## src/rtl/hack_alu_seq_if.sv

```systemverilog
// hack_alu_seq_if: operand/control request and result/flag response bus for hack_alu_seq
interface hack_alu_seq_if #(
    parameter int WIDTH = 16
);
    logic             in_valid;
    logic             in_ready;
    logic [WIDTH-1:0] x;
    logic [WIDTH-1:0] y;
    logic             zx;
    logic             nx;
    logic             zy;
    logic             ny;
    logic             f;
    logic             no;
    logic             mul;
    logic             out_valid;
    logic             out_ready;
    logic [WIDTH-1:0] out;
    logic             zr;
    logic             ng;
    logic             ov;

    modport master (
        output in_valid, x, y, zx, nx, zy, ny, f, no, mul, out_ready,
        input  in_ready, out_valid, out, zr, ng, ov
    );

    modport slave (
        input  in_valid, x, y, zx, nx, zy, ny, f, no, mul, out_ready,
        output in_ready, out_valid, out, zr, ng, ov
    );
endinterface

```

## src/rtl/hack_alu_seq.sv

```systemverilog
// hack_alu_seq: registered, handshaked Hack ALU with overflow flag; shift-add multiply built only when HACK_ALU_MUL_EN is defined
module hack_alu_seq #(
    parameter int WIDTH = 16
) (
    input logic           clk,
    input logic           reset,
    hack_alu_seq_if.slave bus
);
    localparam int CW = $clog2(WIDTH + 1);

`ifdef HACK_ALU_MUL_EN
    typedef enum logic [1:0] {IDLE, MUL, FULL} state_t;
`else
    typedef enum logic [1:0] {IDLE, FULL} state_t;
`endif

    state_t           state;
    state_t           state_nx;
    state_t           go_state;
    logic [WIDTH-1:0] x1;
    logic [WIDTH-1:0] y1;
    logic [WIDTH-1:0] sum;
    logic [WIDTH-1:0] r;
    logic             ov_c;
    logic             accept;
    logic             load;
    logic [WIDTH-1:0] load_val;
    logic             load_ov;
    logic [WIDTH-1:0] out_q;
    logic             zr_q;
    logic             ng_q;
    logic             ov_q;

`ifdef HACK_ALU_MUL_EN
    logic [WIDTH-1:0] mcand;
    logic [WIDTH-1:0] mplier;
    logic [WIDTH-1:0] acc;
    logic [WIDTH-1:0] acc_nx;
    logic [CW-1:0]    cnt;
    logic             no_l;
    logic             mul_done;
`else
    logic             unused_mul;
    logic [CW-1:0]    unused_cw;
    assign unused_mul = bus.mul;
    assign unused_cw  = '0;
`endif

    // Hack pre-stage, f-stage and signed-add overflow on the live operands
    always_comb begin
        x1   = (bus.zx ? '0 : bus.x) ^ {WIDTH{bus.nx}};
        y1   = (bus.zy ? '0 : bus.y) ^ {WIDTH{bus.ny}};
        sum  = x1 + y1;
        r    = bus.f ? sum : (x1 & y1);
        ov_c = bus.f & (x1[WIDTH-1] == y1[WIDTH-1]) & (sum[WIDTH-1] != x1[WIDTH-1]);
    end

    // Acceptance and where an accepted op goes; multiply only when compiled in
    always_comb begin
        accept = bus.in_valid & bus.in_ready;
`ifdef HACK_ALU_MUL_EN
        go_state = bus.mul ? MUL : FULL;
`else
        go_state = FULL;
`endif
    end

`ifdef HACK_ALU_MUL_EN
    // One multiplier bit per cycle, LSB first; last iteration feeds the result register
    always_comb begin
        acc_nx   = acc + (mplier[0] ? mcand : '0);
        mul_done = (state == MUL) && (cnt == CW'(WIDTH - 1));
    end

    // Multiplier operands latched at acceptance so later input changes are ignored
    always_ff @(posedge clk) begin
        if (reset) begin
            mcand  <= '0;
            mplier <= '0;
            acc    <= '0;
            cnt    <= '0;
            no_l   <= 1'b0;
        end else if (accept && bus.mul) begin
            mcand  <= x1;
            mplier <= y1;
            acc    <= '0;
            cnt    <= '0;
            no_l   <= bus.no;
        end else if (state == MUL) begin
            mcand  <= {mcand[WIDTH-2:0], 1'b0};
            mplier <= {1'b0, mplier[WIDTH-1:1]};
            acc    <= acc_nx;
            cnt    <= cnt + CW'(1);
        end
    end

    // Result load: single-cycle op at acceptance, or multiply completion
    always_comb begin
        load     = (accept & ~bus.mul) | mul_done;
        load_val = mul_done ? (acc_nx ^ {WIDTH{no_l}}) : (r ^ {WIDTH{bus.no}});
        load_ov  = ~mul_done & ov_c;
    end
`else
    // Result load: every accepted op completes at its acceptance edge
    always_comb begin
        load     = accept;
        load_val = r ^ {WIDTH{bus.no}};
        load_ov  = ov_c;
    end
`endif

    // Result and flags held until the next load so they stay stable under backpressure
    always_ff @(posedge clk) begin
        if (reset) begin
            out_q <= '0;
            zr_q  <= 1'b0;
            ng_q  <= 1'b0;
            ov_q  <= 1'b0;
        end else if (load) begin
            out_q <= load_val;
            zr_q  <= (load_val == '0);
            ng_q  <= load_val[WIDTH-1];
            ov_q  <= load_ov;
        end
    end

    // State register
    always_ff @(posedge clk) begin
        if (reset) state <= IDLE;
        else       state <= state_nx;
    end

    // Next state: accept wins, else drain FULL on transfer, else finish multiply
    always_comb begin
        state_nx = state;
        if (accept) state_nx = go_state;
        else if (state == FULL && bus.out_ready) state_nx = IDLE;
`ifdef HACK_ALU_MUL_EN
        else if (mul_done) state_nx = FULL;
`endif
    end

    // Handshake outputs; in_ready follows out_ready only while holding a result
    always_comb begin
        bus.in_ready  = (state == IDLE) | ((state == FULL) & bus.out_ready);
        bus.out_valid = (state == FULL);
        bus.out       = out_q;
        bus.zr        = zr_q;
        bus.ng        = ng_q;
        bus.ov        = ov_q;
    end
endmodule

```

## src/flat_wrapper.sv

```systemverilog
// flat-port wrapper written by rule: the top's interface ports become plain ports
module hack_alu_seq_flat 
#(
    parameter int WIDTH = 16
)
  (clk, reset, bus_in_valid, bus_x, bus_y, bus_zx, bus_nx, bus_zy, bus_ny, bus_f, bus_no, bus_mul, bus_out_ready, bus_in_ready, bus_out_valid, bus_out, bus_zr, bus_ng, bus_ov);
  hack_alu_seq_if #(.WIDTH(WIDTH)) bus_i ();
  input logic clk;
  input logic reset;
  input wire logic [$bits(bus_i.in_valid)-1:0] bus_in_valid;
  input wire logic [$bits(bus_i.x)-1:0] bus_x;
  input wire logic [$bits(bus_i.y)-1:0] bus_y;
  input wire logic [$bits(bus_i.zx)-1:0] bus_zx;
  input wire logic [$bits(bus_i.nx)-1:0] bus_nx;
  input wire logic [$bits(bus_i.zy)-1:0] bus_zy;
  input wire logic [$bits(bus_i.ny)-1:0] bus_ny;
  input wire logic [$bits(bus_i.f)-1:0] bus_f;
  input wire logic [$bits(bus_i.no)-1:0] bus_no;
  input wire logic [$bits(bus_i.mul)-1:0] bus_mul;
  input wire logic [$bits(bus_i.out_ready)-1:0] bus_out_ready;
  output wire logic [$bits(bus_i.in_ready)-1:0] bus_in_ready;
  output wire logic [$bits(bus_i.out_valid)-1:0] bus_out_valid;
  output wire logic [$bits(bus_i.out)-1:0] bus_out;
  output wire logic [$bits(bus_i.zr)-1:0] bus_zr;
  output wire logic [$bits(bus_i.ng)-1:0] bus_ng;
  output wire logic [$bits(bus_i.ov)-1:0] bus_ov;
  assign bus_i.in_valid = bus_in_valid;
  assign bus_i.x = bus_x;
  assign bus_i.y = bus_y;
  assign bus_i.zx = bus_zx;
  assign bus_i.nx = bus_nx;
  assign bus_i.zy = bus_zy;
  assign bus_i.ny = bus_ny;
  assign bus_i.f = bus_f;
  assign bus_i.no = bus_no;
  assign bus_i.mul = bus_mul;
  assign bus_i.out_ready = bus_out_ready;
  assign bus_in_ready = bus_i.in_ready;
  assign bus_out_valid = bus_i.out_valid;
  assign bus_out = bus_i.out;
  assign bus_zr = bus_i.zr;
  assign bus_ng = bus_i.ng;
  assign bus_ov = bus_i.ov;
  hack_alu_seq #(.WIDTH(WIDTH)) u_core (.clk(clk), .reset(reset), .bus(bus_i));
endmodule
```

## config.mk

```make
export PLATFORM = sky130hd
export DESIGN_NAME = hack_alu_seq_flat
export DESIGN_NICKNAME = d
export VERILOG_FILES = /design/src/rtl/hack_alu_seq_if.sv /design/src/rtl/hack_alu_seq.sv /design/src/flat_wrapper.sv
export SDC_FILE = /design/constraint.sdc
export NUM_CORES = 1
export LEC_CHECK = 0
export ABC_AREA = 1
export BUFFER_PORTS_ARGS = -buffer_cell sky130_fd_sc_hd__buf_2
export CAP_MARGIN = 20
export CORE_UTILIZATION = 30
export DETAILED_ROUTE_END_ITERATION = 8
export SLEW_MARGIN = 20
export SYNTH_ARGS = -nofsm -noshare
export SYNTH_HDL_FRONTEND = slang
export SYNTH_SLANG_ARGS = --single-unit
```

## constraint.sdc

```tcl
create_clock -name clk -period 4.2 [get_ports clk]
set_input_delay 0.84 -clock clk [delete_from_list [all_inputs] [get_ports clk]]
set_output_delay 0.84 -clock clk [all_outputs]
set_load 0.02 [all_outputs]
```

=== After elaboration in Yosys (flattened, before gate mapping) ===
Index checks and enable logic that the tools add are counted.

* $add $sub $neg: 1
* Multipliers: 0
* Div/mod/pow operators: 0
* $lt $le $gt $ge: 0
* Equal/unequal tests: 2
* Shifts and indexed selects: 0
* Mux-type cells: 5
* Bitwise operators: 9
* Reductions and logical operators: 4

{| class="wikitable"
|+ Operators by type and width
! cell !! number
|-
| $mux 16 || 3
|-
| $xor 16x16->16 || 3
|-
| $add 16x16->16 || 1
|-
| $and 16x16->16 || 1
|-
| $logic_not 16->1 || 1
|-
| $and 1x1->1 || 4
|-
| $logic_not 2->1 || 1
|-
| $mux 1 || 2
|-
| $reduce_bool 2->1 || 1
|-
| $eq 1x1->1 || 1
|-
| $logic_and 1x1->1 || 1
|-
| $ne 1x1->1 || 1
|-
| $or 1x1->1 || 1
|}

* Register bits after elaboration: 20
* Bits in latches: 0
* RAM bits: 0
* Bits in read-only memories: 0
* Logic and storage cells: 26
* Memories kept: 0

=== Longest topological paths before layout ===
Gate-level depths: netlist (run 1).

* Depth in word-level cells: 6
* Mapped depth: 22
* Depth with buffers taken out: 21

=== Least setup slack after synthesis (run 1) ===
Ideal clock, no wire load.

* Kind: input to register
* From: input port bus_ny
* To: register u_core.zr_q (netlist: u_core.bus.zr)
* Setup time: 0.067 ns
* Data arrival time: 3.219 ns
* Data required time: 4.133 ns
* Path slack: 0.915 ns
* Stages on the path: 20
* Buffers on the path: 2
* Cells stage by stage: clkbuf_1 buf_2 xnor2_1 ha_1 fa_1 nand2_1 nand2_1 nand3_2 nand2_2 nand2_1 nand2_1 nand2_1 nand3_2 nand2_1 nand2_1 nand2_1 nand2_1 nor2_1 nand3_1 a21oi_2

* Longest elaborated chain between the ends: 5
* Elaborated cells on any way between the ends: 6
* Classes of those cells: add/sub (1); mux (1); bitwise (3); reduce/logical (1)

{| class="wikitable"
|+ RTL lines
! item !! line !! RTL
|-
| from (decl) || flat_wrapper.sv:16 || <nowiki>input wire logic [$bits(bus_i.ny)-1:0] bus_ny;</nowiki>
|-
| $xor 16x16->16 (*) || hack_alu_seq.sv:52 || <nowiki>y1 = (bus.zy ? '0 : bus.y) ^ {WIDTH{bus.ny}};</nowiki>
|-
| $add 16x16->16 or $and 16x16->16 (tied branches) || hack_alu_seq.sv:53, hack_alu_seq.sv:54 ||
|-
| $mux 16 (*) || hack_alu_seq.sv:54 || <nowiki>r = bus.f ? sum : (x1 & y1);</nowiki>
|-
| $xor 16x16->16 (*) || hack_alu_seq.sv:107 || <nowiki>load_val = r ^ {WIDTH{bus.no}};</nowiki>
|-
| $logic_not 16->1 (*) || hack_alu_seq.sv:121 || <nowiki>zr_q <= (load_val == '0);</nowiki>
|-
| to (signal assigned) || hack_alu_seq.sv:121 ||
|-
| to (decl) || hack_alu_seq.sv:30 || <nowiki>logic zr_q;</nowiki>
|}

Mark *: on every way between the ends. The rest lies on a longest branch, timed or not.
A chain may end at the register's enable or synchronous reset.

=== Worst setup path in the final report (run 1) ===
Same ends and word-level chain as after synthesis.

==> qor.csv, run 1 <==
metric;value;unit
drt pass-1 iters;4;
slew margin rel.;63.3;%
io pins;64;
mean post-synth cell area;5.48;um^2
initial antenna violation count;0;
synthesis-to-finish area growth;16.4;%
syn nets;582;
Layout Nets;636;
status;finished, final reports clean;
width of the die;99.6;um
synthesis-stage register bit count;19;
WP data required;4390;ps
Max Clock Freq;313;MHz
multi-input logic area;2000;um^2
H-tree levels;1;
critical path's slowest cell;fa_1;
CP Depth;19;
CTS Buf Count;3;
largest net degree at the start of global routing;31;
routability cong.;0.854;
post-synthesis sequential area ratio;13.3;%
mapped cell area;2860;um^2
vias in the first global route;3059;
Seq. cell area;380;um^2
setup tns final;0;ps
Tot GR Track Use;15.7;%
Post-CTS Resized;0;
CTS clk-pin slew, worst paths;70;ps
worst-path cell chain;buf_2 -> xnor2_1 -> ha_1 -> fa_1 -> nand2_1 -> nand2_1 -> nand3_2 -> nand2_2 -> nand2_1 -> nand2_1 -> nand2_1 -> nand3_2 -> nand2_1 -> nand2_1 -> nand2_1 -> nand2_1 -> nor2_1 -> nand3_1 -> a21oi_2;
placed insts;700;
Port Buffers;62;
Routed WL;7.48;mm
crit start category;input port;
maximum vdd ir drop;0.107;mV
fin crit share;76.2;%
max_cap viols;0;
CP Class;input port to register;
Post-DRT Antenna Nets;0;
share of cells above drive strength 1;15.8;%
ant diodes;0;
first-pass GRT wire length;12.9;mm
crit-path leading delay family;simple AND/OR/NAND/NOR gates;
Hold Path Class;register to register;
die area;9930;um^2
DRC;0;
pins over their slew limit;0;
Leak;2.04;nW
Slew @ Worst Pin;550;ps
Post-CTS Setup Bufs;0;
mean routed wirelength per cell;10.6;um
RSZ-0062 raised after global routing;false;
Post-CTS Hold Buffers;0;
vias per cell;4.53;
Worst Path Max Fanout;16;
CP peak stage delay;440;ps
Final min period;3200;ps
Final Hold Vio Count;0;
CTS tree;built;
hold path depth;2;
row cnt;35;
Cells after Synth;522;
CP Buf/Inv Count;1;
Setup violations, final;0;
crit path capture type;register;
total vias in the final route;3192;
Congestion Overflow GR;0;
Ys Warns;0;
Clock Path Buffers;2;
DR iter-0 viols;84;
initial core utilization;31.0;%
die height;99.6;um
Fillers;1059;
distinct cell type count after synthesis;26;
pwr dens;270;nW/um^2
Worst-Skew Late Latency;250;ps
skew final;1.75;ps
reg2reg path depth;12;
clock root buffer;clkbuf_8;
post-DP HPWL;6.32;mm
final non-filler cell total;704;
total core area;9240;um^2
CTS Sinks;19;
worst path arrival time;3390;ps
cell mode on critical path;nand2_1;
-- metrics by stage --
| stage | utilization [%] | power [mW] | setup slack (ps) | instance area (um^2) | hold slack [ps] |
|---|---|---|---|---|---|
| after floorplan | - | 0.649 | 915 | 2860 | 544 |
| after global placement | 35.5 | 0.770 | 795 | 3280 | 468 |
| after detailed placement | 35.5 | 0.783 | 740 | 3280 | 475 |
| after CTS | 36.0 | 0.913 | 1000 | 3330 | 486 |
| after global routing | 36.0 | 1.00 | 741 | 3330 | 509 |
| final | 36.0 | 0.898 | 1000 | 3330 | 478 |
-- worst paths after layout --
| check | start | endpoint | slack [ps] |
|---|---|---|---|
| worst max-delay path | bus_ny | u_core.bus.zr | 1000 |
| worst max register to register | u_core.state[0] | u_core.bus.zr | 2440 |
| worst min register to register | u_core.bus.ov | u_core.bus.ov | 480 |
| worst min-delay path | u_core.bus.ov | u_core.bus.ov | 480 |
-- power breakdown --
group          switching (mW)  total (mW)  leakage (nW)  internal (mW)
clock                  0.0576       0.123        0.0255         0.0658
sequential            0.00891       0.206         0.157          0.197
combinational           0.365       0.569          1.86          0.204
total                   0.432       0.898          2.04          0.467
-- placed cells by master (no fill, tap or decap), types with 11 or more instances in the layout --
cell type and instances:
a21oi_1 11, buf_2 62, dfxtp_1 19, ha_1 16, inv_1 101, nand2_1 181
nand3_1 67, nor2_1 27, o211ai_1 12, xor2_1 33
-- cells in the mapped netlist --
library cell	instances	area, um^2
nand2_1	181	679
inv_1	101	379
nand3_1	67	335
xor2_1	33	289
nor2_1	27	101
dfxtp_1	19	380
ha_1	16	200
a21oi_1	12	60.1
o211ai_1	12	90.1
clkbuf_1	10	37.5
nand2_2	7	43.8
o21ai_0	6	30.0
buf_2	5	25.0
nand3_2	5	50.1
nand4_1	5	31.3
buf_4	3	22.5
and2_1	2	12.5
nor2_2	2	12.5
or2_2	2	12.5
a21oi_2	1	8.76
clkbuf_8	1	13.8
clkinv_1	1	3.75
fa_1	1	20.0
inv_2	1	3.75
o221ai_1	1	8.76
xnor2_1	1	8.76
-- cell families after synthesis --
logic type               synth area share [%]
AO/OA/AOI/OAI                            6.91
XOR/XNOR                                 10.4
adder cells (fa/ha/maj)                  7.70
buffers and inverters                    17.0
flip-flops                               13.3
AND/OR/NAND/NOR                          44.7
-- layout make-up --
cell class	instances	share of cell area, %
inverters	103	11.6
clock buffers	3	1.24
repair buffers	68	10.7
flip-flops and latches	19	11.4
clock inverters	1	0.150
well taps	129	4.85
multi-input cells	381	60.0
-- tightest hold or removal path, stage by stage (launching register included) --
cell	delay (ps)
dfxtp_1	320
nand2_1	60
a21oi_1	50
-- sequential cells by signal (all words and copies together), names as in the netlist --
signal	flops
u_core.bus.ng	1
u_core.bus.out	15
u_core.bus.ov	1
u_core.bus.zr	1
u_core.state	1
-- per-layer routing --
layer / vias up / wire, um / track usage [%]
met5: - / 0 / 0
met4: 0 / 163 / 3.85
met3: 10 / 217 / 1.76
met2: 58 / 3730 / 30.6
met1: 1424 / 3360 / 18.0
li1: 1700 / - / -
Power figures use the tool's default switching activity.
==> run 2: changes to the inputs <==
--- a/config.mk
+++ b/config.mk
@@ -5,7 +5,7 @@
 export SDC_FILE = /design/constraint.sdc
 export NUM_CORES = 1
 export LEC_CHECK = 0
-export ABC_AREA = 1
+export ABC_AREA = 0
 export BUFFER_PORTS_ARGS = -buffer_cell sky130_fd_sc_hd__buf_2
 export CAP_MARGIN = 20
 export CORE_UTILIZATION = 30
==> constraint.sdc (replaced) <==
create_clock -name clk -period 3.2 [get_ports clk]
set_input_delay 0.64 -clock clk [delete_from_list [all_inputs] [get_ports clk]]
set_output_delay 0.64 -clock clk [all_outputs]
set_load 0.02 [all_outputs]
==> run 2 against run 1 <==
Effect of this change:
- die area shrank 11%
- register-to-register slack worse by 700 ps
- count of clock-buffer cells in the layout up 1
- clock skew grew 0.58 ps
- non-clock buffer count is 50 higher
- clock power increased by 33%
- area after synthesis decreased by 12%
- utilization rose by 7.9 points
- synthesized cell count shrank 35%
- combinational power up 71%
==> qor.csv, run 2 <==
metric;value;unit;change
share of cells above drive strength 1;36.9;%;was 15.8%
RSZ-0062 raised after global routing;true;;was false
reg2reg path depth;5;;was 12
slew margin rel.;54.6;%;was 63.3%
Setup crit start;bus_zy;;was bus_ny
Cells after Synth;339;;was 522
Layout Nets;500;;was 636
WP data required;3390;ps;was 4390 ps
area leader, netlist;xnor2_1;;was nand2_1
Leak;1.60;nW;was 2.04 nW
row cnt;33;;was 35
total power;1.41;mW;was 0.898 mW
distinct cell type count after synthesis;57;;was 26
vias per cell;4.85;;was 4.53
pins over their slew limit;0;;unchanged
initial antenna violation count;0;;unchanged
routability cong.;0.836;;was 0.854
Final min period;3140;ps;
NetSw;0.563;mW;was 0.432 mW
final core utilization;43.9;%;was 36.0%
die height;93.8;um;was 99.6 um
maximum vdd ir drop;0.120;mV;was 0.107 mV
final non-filler cell total;544;;was 704
synthesis-to-finish area growth;41.9;%;was 16.4%
placed insts;538;;was 700
Commonest cells post-synth;xnor2_1 (49), nand2b_1 (34), nand2_1 (30), a21oi_1 (26), nor2_1 (24);;was nand2_1 (181), inv_1 (101), nand3_1 (67), xor2_1 (33), nor2_1 (27)
Max Clock Freq;319;MHz;
pwr dens;393;nW/um^2;was 270 nW/um^2
Hold Slack;452;ps;was 478 ps
skew final;2.33;ps;was 1.75 ps
Hold Path Class;register to register;;unchanged
CP Buf/Inv Count;1;;unchanged
post-placement cell area;3340;um^2;was 3280 um^2
commonest cells after routing, fill and taps aside;buf_2 (60), buf_4 (53), xnor2_1 (41);;was nand2_1 (181), inv_1 (101), nand3_1 (67)
Worst-Skew Late Latency;250;ps;about the same
CP Class;input port to register;;unchanged
Congestion Overflow GR;0;;unchanged
ys async rst share;0;%;unchanged
main flop type after synthesis;dfxtp_1;;unchanged
largest net degree at the start of global routing;22;;was 31
setup tns final;0;ps;unchanged
max_cap viols;0;;unchanged
worst path arrival time;3330;ps;was 3390 ps
Worst Path Max Fanout;4;;was 16
Post-Place Setup Slack;-300;ps;was 740 ps
end point of the critical path;u_core.bus.zr;;unchanged
Setup violations, final;0;;unchanged
Clock Path Buffers;2;;unchanged
syn nets;399;;was 582
clock share of power;11.6;%;was 13.7%
width of the die;93.8;um;was 99.6 um
post-DP HPWL;5.53;mm;was 6.32 mm
Slew @ Worst Pin;680;ps;was 550 ps
ant diodes;0;;unchanged
R2R Path Start;u_core.state[0];;unchanged
Comb pwr share;68.9;%;was 63.3%
Post-DRT Antenna Nets;0;;unchanged
total vias in the final route;2636;;was 3192
max FFs per register;15;;unchanged
ranking of synthesized cells by area;xnor2_1 (17%), dfxtp_1 (15%), nand2b_1 (8.4%), ha_1 (7.9%), a21oi_1 (5.1%);;was nand2_1 (24%), dfxtp_1 (13%), inv_1 (13%), nand3_1 (12%), xor2_1 (10%)
DR iter-0 viols;105;;was 84
crit-path leading delay family;compound AO/OA/AOI/OAI gates;;was simple AND/OR/NAND/NOR gates
CTS clk-pin slew, worst paths;70;ps;about the same
cell mode on critical path;xnor2_2;;was nand2_1
Routed WL;6.60;mm;was 7.48 mm
Worst Slack Setup Final;60.7;ps;was 1000 ps
io pins;64;;unchanged
Port Buffers;62;;unchanged
R2R Setup Slk;1740;ps;was 2440 ps
CTS tree;built;;unchanged
H-tree levels;1;;unchanged
CP Depth;13;;was 19
vias in the first global route;2439;;was 3059
number of synthesized flops with an enable pin;0;;unchanged
Reg power frac;19.5;%;was 22.9%
initial core utilization;30.9;%;was 31.0%
cell area after layout;3590;um^2;was 3330 um^2
total core area;8180;um^2;was 9240 um^2
internal power;0.847;mW;was 0.467 mW
clock root buffer;clkbuf_8;;unchanged
mapped cell area;2530;um^2;was 2860 um^2
Tot GR Track Use;15.2;%;was 15.7%
Final Hold Vio Count;0;;unchanged
critical path's slowest cell;o311a_1;;was fa_1
drt pass-1 iters;4;;unchanged
most common cell after layout, fill and taps aside;buf_2;;was nand2_1
most frequent cell after synthesis;xnor2_1;;was nand2_1
first-pass GRT wire length;11.1;mm;was 12.9 mm
Ys Warns;0;;unchanged
status;finished, final reports clean;;unchanged
fin crit share;98.1;%;
CTS Sinks;19;;unchanged
CP peak stage delay;380;ps;was 440 ps
die area;8800;um^2;was 9930 um^2
DRC;0;;unchanged
Sw Share;40.0;%;was 48.1%
Fillers;884;;was 1059
Crit Reg-Reg Endpoint;u_core.bus.zr;;unchanged
Yosys top cell area share;17.0;%;was 23.8%
synthesis-stage register bit count;19;;unchanged
mean routed wirelength per cell;12.1;um;was 10.6 um
worst-path cell chain;buf_6 -> nand2b_4 -> xnor2_2 -> ha_2 -> fa_2 -> a21o_1 -> a221oi_2 -> a211o_1 -> nand2_2 -> o311a_1 -> xnor2_2 -> or3_1 -> o21ai_1;;was buf_2 -> xnor2_1 -> ha_1 -> fa_1 -> nand2_1 -> nand2_1 -> nand3_2 -> nand2_2 -> nand2_1 -> nand2_1 -> nand2_1 -> nand3_2 -> nand2_1 -> nand2_1 -> nand2_1 -> nand2_1 -> nor2_1 -> nand3_1 -> a21oi_2
crit start category;input port;;unchanged
post-synthesis sequential area ratio;15.0;%;was 13.3%
crit path capture type;register;;unchanged
mean post-synth cell area;7.46;um^2;was 5.48 um^2
CTS Buf Count;3;;unchanged
==> run 2: power groups by stage <==
| stage | combinational [mW] | clock [mW] | sequential, mW |
|---|---|---|---|
| after detailed placement | 0.908 | 0 | 0.281 |
| after global placement | 0.893 | 0 | 0.280 |
| after floorplan | 0.554 | 0 | 0.312 |
| after global routing | 1.07 | 0.178 | 0.279 |
| after CTS | 0.924 | 0.169 | 0.276 |
| final | 0.972 | 0.164 | 0.275 |
==> run 2: what timing repair did <==
action	in CTS	in global routing
resized for setup	3	27
setup endpoints to repair	2	11
pin swaps	5	18
hold buffers	0	0
buffers inserted	1	1
==> run 2: how the worst min path moves through the flow <==
stage / start / end / slack, ps / cells past startpoint
global placement: u_core.bus.out[1] / u_core.bus.out[1] / 440 / 2
floorplan: u_core.bus.ov / u_core.bus.ov / 530 / 2
global route: u_core.bus.out[5] / u_core.bus.out[5] / 470 / 2
detailed placement: u_core.bus.out[5] / u_core.bus.out[5] / 450 / 2
CTS: u_core.bus.out[5] / u_core.bus.out[5] / 460 / 2
finish: u_core.bus.out[5] / u_core.bus.out[5] / 450 / 2
==> run 2: worst reg2reg max path: stages (launching register included) <==
cell       delay [ps]
dfxtp_1           310
nand2b_1          110
nand2_1           230
nor4b_1           440
o2111ai_1         170
o21ai_1           140
==> run 2: layout make-up <==
type / instances / area (um^2) / share of cell area, %
Clock buffer: 4 / 45.0 / 1.26
Inverter: 7 / 26.3 / 0.732
Multi-Input combinational cell: 291 / 2230 / 62.2
Sequential cell: 19 / 380 / 10.6
Tap cell: 105 / 131 / 3.66
Timing Repair Buffer: 118 / 772 / 21.5
==> run 2: kinds of logic after synthesis <==
family	share of synthesized area, %
AOI/OAI and AO/OA	21.0
xor gates and xnor gates	18.0
adders and majority gates	8.71
buffers and inverters	4.65
DFF	15.0
muxes	3.32
and+or+nand+nor	29.2
==> run 2: layer usage <==
metal / global-route usage, % / vias to the layer above / part of all wire (%)
met5: 0 / - / 0
met4: 2.69 / 0 / 0.65
met3: 1.05 / 5 / 3.8
met2: 25.7 / 58 / 45
met1: 21.1 / 1176 / 50
li1: - / 1397 / -
==> run 3: changes to the inputs <==
--- a/config.mk
+++ b/config.mk
@@ -8,8 +8,10 @@
 export ABC_AREA = 0
 export BUFFER_PORTS_ARGS = -buffer_cell sky130_fd_sc_hd__buf_2
 export CAP_MARGIN = 20
-export CORE_UTILIZATION = 30
+export CORE_UTILIZATION = 50
 export DETAILED_ROUTE_END_ITERATION = 8
+export PLACE_DENSITY = 0.79
+export SKIP_LAST_GASP = 1
 export SLEW_MARGIN = 20
 export SYNTH_ARGS = -nofsm -noshare
 export SYNTH_HDL_FRONTEND = slang
==> run 3 against run 2 <==
Effect of this change:
- count of clock-buffer cells in the layout is the same
- total power grew 0.63%
- fmax shrank 1.5%
- worst hold slack barely moved
- final cell count fell by 7.0%
- sequential power barely moved
- clock skew is essentially flat
- combinational power is 1% higher
- clock power about the same
- critical path type unchanged
==> qor.csv, run 3 (synthesis gave the netlist of run 2 again) <==
metric;value;unit;change
Max Clock Freq;314;MHz;was 319 MHz
placed insts;497;;was 538
Congestion Overflow GR;0;;unchanged
cell area after layout;3540;um^2;was 3590 um^2
reg2reg path depth;5;;unchanged
R2R Setup Slk;1760;ps;was 1740 ps
mean routed wirelength per cell;13.4;um;was 12.1 um
Final min period;3190;ps;was 3140 ps
fin crit share;99.6;%;was 98.1%
die area;5350;um^2;was 8800 um^2
Post-CTS Hold Buffers;0;;unchanged
maximum vdd ir drop;0.201;mV;was 0.120 mV
Fillers;368;;was 884
CTS Buf Count;3;;unchanged
Routed WL;6.80;mm;was 6.60 mm
Layout Nets;500;;unchanged
total vias in the final route;2735;;was 2636
Slew @ Worst Pin;630;ps;was 680 ps
crit path capture type;register;;unchanged
CTS Sinks;19;;unchanged
DR iter-0 viols;137;;was 105
total core area;4790;um^2;was 8180 um^2
post-placement cell area;3270;um^2;was 3340 um^2
row cnt;25;;was 33
largest net degree at the start of global routing;22;;unchanged
final non-filler cell total;506;;was 544
first-pass GRT wire length;10.6;mm;was 11.1 mm
H-tree levels;1;;unchanged
worst path arrival time;3370;ps;was 3330 ps
die height;73.1;um;was 93.8 um
initial antenna violation count;0;;unchanged
DRC;0;;unchanged
pins over their slew limit;0;;unchanged
Leak;1.59;nW;was 1.60 nW
Post-DRT Antenna Nets;0;;unchanged
initial core utilization;52.8;%;was 30.9%
end point of the critical path;u_core.bus.zr;;unchanged
clock root buffer;clkbuf_8;;unchanged
Clock Path Buffers;2;;unchanged
vias per cell;5.41;;was 4.85
R2R Path Start;u_core.state[0];;unchanged
Tot GR Track Use;24.4;%;was 15.2%
post-DP HPWL;5.25;mm;was 5.53 mm
status;finished, final reports clean;;unchanged
CTS tree;built;;unchanged
WP data required;3390;ps;about the same
pwr dens;401;nW/um^2;was 393 nW/um^2
crit start category;input port;;unchanged
Port Buffers;62;;unchanged
Worst Path Max Fanout;4;;unchanged
io pins;64;;unchanged
commonest cells after routing, fill and taps aside;buf_2 (60), buf_4 (53), xnor2_1 (43);;was buf_2 (60), buf_4 (53), xnor2_1 (41)
width of the die;73.1;um;was 93.8 um
RSZ-0062 raised after global routing;true;;unchanged
CTS clk-pin slew, worst paths;60;ps;was 70 ps
synthesis-to-finish area growth;39.8;%;was 41.9%
max FFs per register;15;;unchanged
routability cong.;0.903;;was 0.836
vias in the first global route;2468;;was 2439
ant diodes;0;;unchanged
CP Class;input port to register;;unchanged
Setup crit start;bus_zy;;unchanged
skew final;2.77;ps;was 2.33 ps
Setup violations, final;0;;unchanged
Final Hold Vio Count;0;;unchanged
Crit Reg-Reg Endpoint;u_core.bus.zr;;unchanged
share of cells above drive strength 1;36.4;%;was 36.9%
drt pass-1 iters;5;;was 4
Hold Path Class;register to register;;unchanged
Worst-Skew Late Latency;250;ps;about the same
slew margin rel.;58.0;%;was 54.6%
max_cap viols;0;;unchanged
total power;1.42;mW;was 1.41 mW
most common cell after layout, fill and taps aside;buf_2;;unchanged
-- run 3: cell counts in the layout (fill, tap and decap cells not counted) --
Identical to the previous run, type by type.
-- run 3: critical path, stage by stage --
cell	delay, ps
buf_6	100
nand2b_4	130
xnor2_1	140
ha_2	220
fa_2	340
a21o_1	230
a221oi_2	320
a211o_1	220
nand2_2	70
o311a_1	370
xnor2_2	160
or3_1	320
o21ai_1	110
-- run 3: area by class of cell --
class / count / area (um^2) / share of cell area (%)
clock buffers: 4 / 45.0 / 1.27
inverters: 7 / 26.3 / 0.743
repair buffers: 118 / 772 / 21.8
well taps: 67 / 83.8 / 2.37
flip-flops and latches: 19 / 380 / 10.8
multi-input cells: 291 / 2230 / 63.0
-- run 3: metrics by stage --
stage	hold WS, ps	setup TNS, ps	util, %	worst slack (ps)
finish	452	0	73.9	14.2
global route	478	-218	73.9	-72.1
CTS	454	0	70.0	1.36
detailed placement	445	-1540	68.4	-324
global placement	436	-681	68.4	-184
floorplan	530	0	-	2.10
-- run 3: where the power goes --
part	internal [mW]	total, mW	switching (mW)
clock	0.0884	0.163	0.0743
combinational	0.494	0.982	0.487
sequential	0.263	0.274	0.0116
-- run 3: metal layers --
metal	up-vias	part of all wire, %	track usage (%)
met5	-	0	0
met4	0	0.69	5.45
met3	8	4.3	1.38
met2	87	52	45.8
met1	1242	43	30.2
li1	1398	-	-
-- run 3: worst min path at each step --
stage,to,depth (start not counted),from
finish,u_core.bus.out[14],2,u_core.bus.out[14]
global route,u_core.bus.out[14],2,u_core.bus.out[14]
CTS,u_core.bus.out[14],2,u_core.bus.out[14]
detailed placement,u_core.bus.out[5],2,u_core.bus.out[5]
global placement,u_core.bus.out[5],2,u_core.bus.out[5]
floorplan,u_core.bus.ov,2,u_core.bus.ov
-- run 3: timing repair --
action	in CTS	in global routing
setup endpoints to repair	1	7
endpoints found under the hold margin	0	0
pin swaps	5	27
setup buffers	2	3
gates resized for setup	3	27
